File: src/rtl/i2s_tx_pkg.sv
// Shared types and elaboration helpers for the I2S/TDM transmitter.
//   fmt_t  : serial framing latched at each frame start
//   idx_w  : counter width for a modulus n (never below one bit)
package i2s_tx_pkg;

  typedef enum logic {
    FMT_I2S = 1'b0,
    FMT_TDM = 1'b1
  } fmt_t;

  function automatic int unsigned idx_w(input int unsigned n);
    return (n <= 1) ? 1 : $clog2(n);
  endfunction

endpackage

File: src/rtl/i2s_bck_gen.sv
// Bit-clock divider: bck toggles every BCK_DIV clk; fall_c flags the clk whose
// closing edge drives bck low.
//   clk, reset : system clock, asynchronous active-high reset
//   ena        : 0 holds the divider cleared (synchronous)
//   bck        : bit clock (registered)
//   fall_c     : combinational one-clk strobe preceding each bck falling edge
module i2s_bck_gen
  import i2s_tx_pkg::*;
#(
  parameter int unsigned BCK_DIV = 4
) (
  input  logic clk,
  input  logic reset,
  input  logic ena,
  output logic bck,
  output logic fall_c
);

  localparam int unsigned CW = idx_w(BCK_DIV);
  localparam logic [CW-1:0] CNT_MAX = CW'(BCK_DIV - 1);

  logic [CW-1:0] cnt_q, cnt_d;
  logic          bck_q, bck_d;

  // Half-period counter and toggle
  always_comb begin
    cnt_d  = cnt_q;
    bck_d  = bck_q;
    fall_c = 1'b0;
    if (!ena) begin
      cnt_d = '0;
      bck_d = 1'b0;
    end else if (cnt_q == CNT_MAX) begin
      cnt_d  = '0;
      bck_d  = ~bck_q;
      fall_c = bck_q;
    end else begin
      cnt_d = cnt_q + CW'(1);
    end
  end

  always_ff @(posedge clk or posedge reset) begin
    if (reset) begin
      cnt_q <= '0;
      bck_q <= 1'b0;
    end else begin
      cnt_q <= cnt_d;
      bck_q <= bck_d;
    end
  end

  assign bck = bck_q;

endmodule

File: src/rtl/i2s_tdm_tx.sv
// I2S / TDM serial transmitter: one multi-channel frame per valid/ready
// handshake, double-buffered (holding + shift register), serialised MSB-first.
// Optional build macro: I2S_TX_MUTE_EN adds the 'mute' input (sampled at b=0).
//   clk, reset   : system clock, asynchronous active-high reset
//   ena          : 0 keeps the serialiser in its reset state (synchronous)
//   tdm_mode     : 0 = I2S, 1 = TDM, latched at frame start
//   s_valid/s_ready/s_data : frame input, ch k at s_data[k*WORD_W +: WORD_W]
//   i2s_bck/i2s_ws/i2s_d0  : serial port, data/ws change on bck fall
//   frame_start  : one-clk pulse as bit 0 of a frame begins
//   underrun     : one-clk pulse when a frame starts with no data held
module i2s_tdm_tx
  import i2s_tx_pkg::*;
#(
  parameter int unsigned NUM_CH  = 2,
  parameter int unsigned WORD_W  = 24,
  parameter int unsigned SLOT_W  = 32,
  parameter int unsigned BCK_DIV = 4
) (
  input  logic                     clk,
  input  logic                     reset,
  input  logic                     ena,
  input  logic                     tdm_mode,
  input  logic                     s_valid,
  output logic                     s_ready,
  input  logic [NUM_CH*WORD_W-1:0] s_data,
  output logic                     i2s_bck,
  output logic                     i2s_ws,
  output logic                     i2s_d0,
  output logic                     frame_start,
  output logic                     underrun
`ifdef I2S_TX_MUTE_EN
  ,
  input  logic                     mute
`endif
);

  localparam int unsigned FRAME = NUM_CH * SLOT_W;
  localparam int unsigned BW    = idx_w(FRAME);
  localparam int unsigned DW    = NUM_CH * WORD_W;
  localparam logic [BW-1:0] B_LAST   = BW'(FRAME - 1);
  localparam logic [BW-1:0] I2S_WS_LO = BW'(SLOT_W - 1);
  localparam logic [BW-1:0] I2S_WS_HI = BW'(2 * SLOT_W - 2);

  if (SLOT_W < WORD_W || BCK_DIV < 1 || NUM_CH < 1) begin : g_bad_cfg
    $error("i2s_tdm_tx: invalid NUM_CH/WORD_W/SLOT_W/BCK_DIV combination");
  end

  logic fall_c;
  logic mute_c;

`ifdef I2S_TX_MUTE_EN
  assign mute_c = mute;
`else
  assign mute_c = 1'b0;
`endif

  i2s_bck_gen #(.BCK_DIV(BCK_DIV)) u_bck_gen (
    .clk   (clk),
    .reset (reset),
    .ena   (ena),
    .bck   (i2s_bck),
    .fall_c(fall_c)
  );

  logic [BW-1:0]    b_q, b_d;
  logic [FRAME-1:0] sh_q, sh_d;
  logic [DW-1:0]    hold_q, hold_d;
  logic             s_ready_q, s_ready_d;
  fmt_t             fmt_q, fmt_d;
  logic             ws_q, ws_d;
  logic             d0_q, d0_d;
  logic             fs_q, fs_d;
  logic             ur_q, ur_d;

  // Place each channel word at the top of its slot, zero padding below
  function automatic logic [FRAME-1:0] pack_frame(input logic [DW-1:0] h);
    logic [FRAME-1:0] f;
    f = '0;
    for (int unsigned s = 0; s < NUM_CH; s++) begin
      f[FRAME-1-s*SLOT_W -: WORD_W] = h[s*WORD_W +: WORD_W];
    end
    return f;
  endfunction

  // Bit counter, frame load, handshake and serial outputs
  always_comb begin
    b_d       = b_q;
    sh_d      = sh_q;
    hold_d    = hold_q;
    s_ready_d = s_ready_q;
    fmt_d     = fmt_q;
    ws_d      = ws_q;
    d0_d      = d0_q;
    fs_d      = 1'b0;
    ur_d      = 1'b0;

    if (fall_c) begin
      if (b_q == B_LAST) begin
        b_d   = '0;
        fs_d  = 1'b1;
        // I2S framing only exists for two channels; wider frames use TDM sync
        fmt_d = (tdm_mode || NUM_CH != 2) ? FMT_TDM : FMT_I2S;
        if (mute_c) begin
          sh_d = '0;
        end else if (!s_ready_q) begin
          sh_d = pack_frame(hold_q);
        end else begin
          sh_d = '0;
          ur_d = 1'b1;
        end
        s_ready_d = 1'b1;
      end else begin
        b_d  = b_q + BW'(1);
        sh_d = sh_q << 1;
      end
      d0_d = sh_d[FRAME-1];
      ws_d = (fmt_d == FMT_TDM) ? (b_d == B_LAST)
                                : (b_d >= I2S_WS_LO && b_d <= I2S_WS_HI);
    end

    // Accept only into an empty holding register; a frame-start load in the
    // same clk cannot coincide since s_ready_q is then still low or already empty
    if (s_valid && s_ready_q) begin
      hold_d    = s_data;
      s_ready_d = 1'b0;
    end

    if (!ena) begin
      b_d       = B_LAST;
      sh_d      = '0;
      hold_d    = '0;
      s_ready_d = 1'b1;
      fmt_d     = FMT_I2S;
      ws_d      = 1'b0;
      d0_d      = 1'b0;
      fs_d      = 1'b0;
      ur_d      = 1'b0;
    end
  end

  always_ff @(posedge clk or posedge reset) begin
    if (reset) begin
      b_q       <= B_LAST;
      sh_q      <= '0;
      hold_q    <= '0;
      s_ready_q <= 1'b1;
      fmt_q     <= FMT_I2S;
      ws_q      <= 1'b0;
      d0_q      <= 1'b0;
      fs_q      <= 1'b0;
      ur_q      <= 1'b0;
    end else begin
      b_q       <= b_d;
      sh_q      <= sh_d;
      hold_q    <= hold_d;
      s_ready_q <= s_ready_d;
      fmt_q     <= fmt_d;
      ws_q      <= ws_d;
      d0_q      <= d0_d;
      fs_q      <= fs_d;
      ur_q      <= ur_d;
    end
  end

  assign s_ready     = s_ready_q;
  assign i2s_ws      = ws_q;
  assign i2s_d0      = d0_q;
  assign frame_start = fs_q;
  assign underrun    = ur_q;

endmodule

File: config.mk
export PLATFORM = sky130hd
export DESIGN_NAME = i2s_tdm_tx
export DESIGN_NICKNAME = d
export VERILOG_FILES = /design/src/rtl/i2s_tx_pkg.sv /design/src/rtl/i2s_bck_gen.sv /design/src/rtl/i2s_tdm_tx.sv
export SDC_FILE = /design/constraint.sdc
export NUM_CORES = 1
export LEC_CHECK = 0
export BUFFER_PORTS_ARGS = -buffer_cell sky130_fd_sc_hd__buf_2
export CORE_ASPECT_RATIO = 0.9
export CORE_MARGIN = 2
export CORE_UTILIZATION = 58
export DETAILED_ROUTE_END_ITERATION = 10
export PLACE_DENSITY = 0.79
export SLEW_MARGIN = 20
export SYNTH_ARGS = -nofsm -noshare
export SYNTH_HDL_FRONTEND = slang
export SYNTH_HIERARCHICAL = 1
export SYNTH_SLANG_ARGS = --single-unit
export TNS_END_PERCENT = 10
File: constraint.sdc
create_clock -name clk -period 4.8 [get_ports clk]
set_clock_uncertainty 0.2 [all_clocks]
set_input_delay 0.24 -clock clk [delete_from_list [all_inputs] [get_ports clk]]
set_output_delay 0.24 -clock clk [all_outputs]
set_load 0.01 [all_outputs]
==> impl_metrics.toml <==
[global_route]
grt_pass1_vias = 3992
overflow = 0
antenna_found_initial = 0
grt_max_degree = 80
grt_first_pass_wirelength_mm = 19.6
grt_usage_pct = 27.6

[setup_path]
endpoint_kind = "register"
path_cells = "ha_1 > and3_2 > nand2_1 > a31oi_4 > a222oi_1 > inv_1"
worstReg2RegStart = "u_bck_gen/cnt_q[0]"
slowest_stage = "a31oi_4"
critPathTopFamily = "compound AO/OA/AOI/OAI gates"
reg2regPathDepth = 6
cpPeakStageDelay_ns = 0.89
cp_max_fo = 41
start_kind = "register"
critical_path_class = "register to register"
reg2reg_slack_ns = 1.70
arrival_ns = 3.34
rr_endpoint = "sh_q[62]"
worstPathRequired_ns = 5.04
crit_buf_inv = 1

[yosys]
synthArstFlopShare_pct = 100
synth_most_common_cell = "dfrtp_1"
syn_nets = 463
ys_warn_count = 6
syn_inst = 406
netlist_top_cells_area = "dfrtp_1, a22o_1, a222oi_1"
synth-edff-count = 0
synth_top_area_share_pct = 55.8
synth_area_um2 = 4980
ys.flop_type = "dfrtp_1"
synthDistinctLibCells = 42
ys_seq_elements = 118
syn_area_per_cell_um2 = 12.3
ys_top_cells_by_count = "dfrtp_1, a22o_1, inv_1"
synth_top_cell_by_area = "dfrtp_1"
synth_seq_area_share_pct = 59.5

[timing]
setup_tns_ns = 0
max_freq_mhz = 322
final-setup-viol-count = 0
slew_viol_final = 0
relSlewSlack_pct = 29.2
period_share_pct = 64.6
rsz0062_at_grt = "no"
period_minus_slack_ns = 3.10
worst-slew-pin-transition_ns = 1.06
finalHoldViolations = 0

[cts]
clockBufferDepth = 2
numCtsBuffers = 17
cts_max_level = 4
cts_tree = "done"
cts_sinks = 118
clockRootBuffer = "clkbuf_8"
clk_latency_ns = 0.52
clk_pin_slew_ns = 0.06

[routing]
ant_nets = 0
routed_via_density = 6.20
firstDrtPassIters = 8
routed_wl_mm = 12.1
dr_total_vias = 3925
routedWlPerCell_um = 19.1
drtIter0Drc = 481
drc_errors = 0

[power_and_ir_drop]
p_seq_share_pct = 42.7
p_switching_w = 0.000573
clockPowerShare_pct = 50.7
p_leak_nw = 3.25
ir_worst_vdd_mv = 0.269
combPwrFrac_pct = 6.6
swShare_pct = 23.1
powerDensity_nw_per_um2 = 386
p_int_w = 0.00191

[cells_and_area]
stdcell_area_um2 = 6420
regArea_um2 = 2960
nNetsFinal = 558
drive_above_1_share_pct = 24.6
fillers = 504
multiInputGateArea_um2 = 1710
area_delta_synth_final_pct = 29.1

[worst_hold_path]
hp-start = "s_valid"
hold_end = "hold_q[1]"
worstHoldPathType = "primary input to register"
hold_depth = 3

[placement]
placed_cell_area_um2 = 5300
routabilityCongestion = 0.850
port_buffers = 58
dp_hpwl_mm = 6.08

[die]
die_h_um = 91.9
start_util_pct = 58.9
dieWidth_um = 102
core_area_um2 = 8450
fp.dieArea_um2 = 9340
core.rowCount = 32
io_pins = 59

[run]
drv_cap = 0

[outcome]
status = "finished, final reports clean"
## metal layers
layer / vias to the layer above / track usage [%] / wire, um
li1: 1723 / - / -
met1: 1988 / 35.4 / 5010
met2: 193 / 45.3 / 6180
met3: 21 / 6.63 / 734
met4: 0 / 10.5 / 189
met5: - / 0 / 0
## layout make-up
class / instances / share of cell area (%)
diodes: 1 / 0.0389
clock buffers: 18 / 6.66
clock inverters: 13 / 2.43
inverters: 39 / 2.32
multi-input cells: 211 / 26.6
flip-flops and latches: 118 / 46.1
well taps: 119 / 2.32
repair buffers: 114 / 13.5
## placed cells by master, fill, tap and decap left out, types with 7 or more instances in the layout
master	instances
a21oi_1	17
inv_1	37
o21ai_0	8
a211oi_1	14
clkbuf_16	16
a222oi_1	33
dlygate4sd3_1	52
a22o_1	57
nor3b_2	13
nand2_1	9
dfstp_2	7
nor2_1	17
buf_2	58
dfrtp_1	111
## power groups by stage
stage                     Clock [W]  Sequential [W]  Combinational (W)
after floorplan                   0         0.00106          0.0000893
after detailed placement          0         0.00107           0.000128
final                       0.00126         0.00106           0.000165
after global placement            0         0.00107           0.000119
after global routing        0.00132         0.00106           0.000181
after CTS                   0.00126         0.00106           0.000163
## how the worst max path moves through the flow
stage | from | end | slack (ns) | depth (start not counted)
2_1_floorplan | reset | fmt_q | 1.33 | 1
3_3_place_gp | u_bck_gen/cnt_q[0] | sh_q[62] | 1.89 | 6
3_5_place_dp | u_bck_gen/cnt_q[0] | sh_q[62] | 1.75 | 6
4_1_cts | u_bck_gen/cnt_q[0] | sh_q[60] | 1.70 | 6
5_1_grt | u_bck_gen/cnt_q[0] | sh_q[62] | 1.46 | 6
6_report | u_bck_gen/cnt_q[0] | sh_q[62] | 1.70 | 6
## repair_timing
action                                  CTS  global route
gates resized for setup                   0             0
hold endpoints to repair                135             0
setup buffers                             0             0
hold buffers                             52             0
endpoints found under the setup margin    0             0
## stage by stage
stage	std cells	utilization, %	total power (W)	hold WS (ns)	worst slack [ns]
detailed placement	548	62.8	0.00120	-0.0579	1.75
CTS	631	75.8	0.00248	0.103	1.70
finish	633	76.1	0.00248	0.113	1.70
floorplan	406	-	0.00115	-0.206	1.33
global route	632	76.0	0.00256	0.104	1.46
global placement	547	62.4	0.00119	-0.0673	1.89
## flip-flops by register name, indices dropped and copies added, names as in the netlist
name	count
u_bck_gen/bck	1
fmt_q	1
sh_q	55
hold_q	48
i2s_d0	1
s_ready	1
b_q	6
u_bck_gen/cnt_q	2
underrun	1
frame_start	1
i2s_ws	1
## worst reg2reg max path: stages (launching register included)
cell	delay, ns
dfrtp_1	0.35
ha_1	0.21
and3_2	0.69
nand2_1	0.29
a31oi_4	0.89
a222oi_1	0.29
inv_1	0.12
## logic make-up (layout without fill, tap and decap cells)
group / Yosys count / in the layout / synth area share (%)
AND/OR/NAND/NOR: 62 / 62 / 8.82
AO/OA/AOI/OAI: 140 / 140 / 23.0
buffers and inverters: 77 / 184 / 6.74
other: 0 / 1 / 0
multiplexers: 2 / 2 / 0.402
adder cells (fa/ha/maj): 4 / 4 / 1.01
flip-flops: 118 / 118 / 59.5
XOR/XNOR: 3 / 3 / 0.528
(Power assumes the default switching activity.)
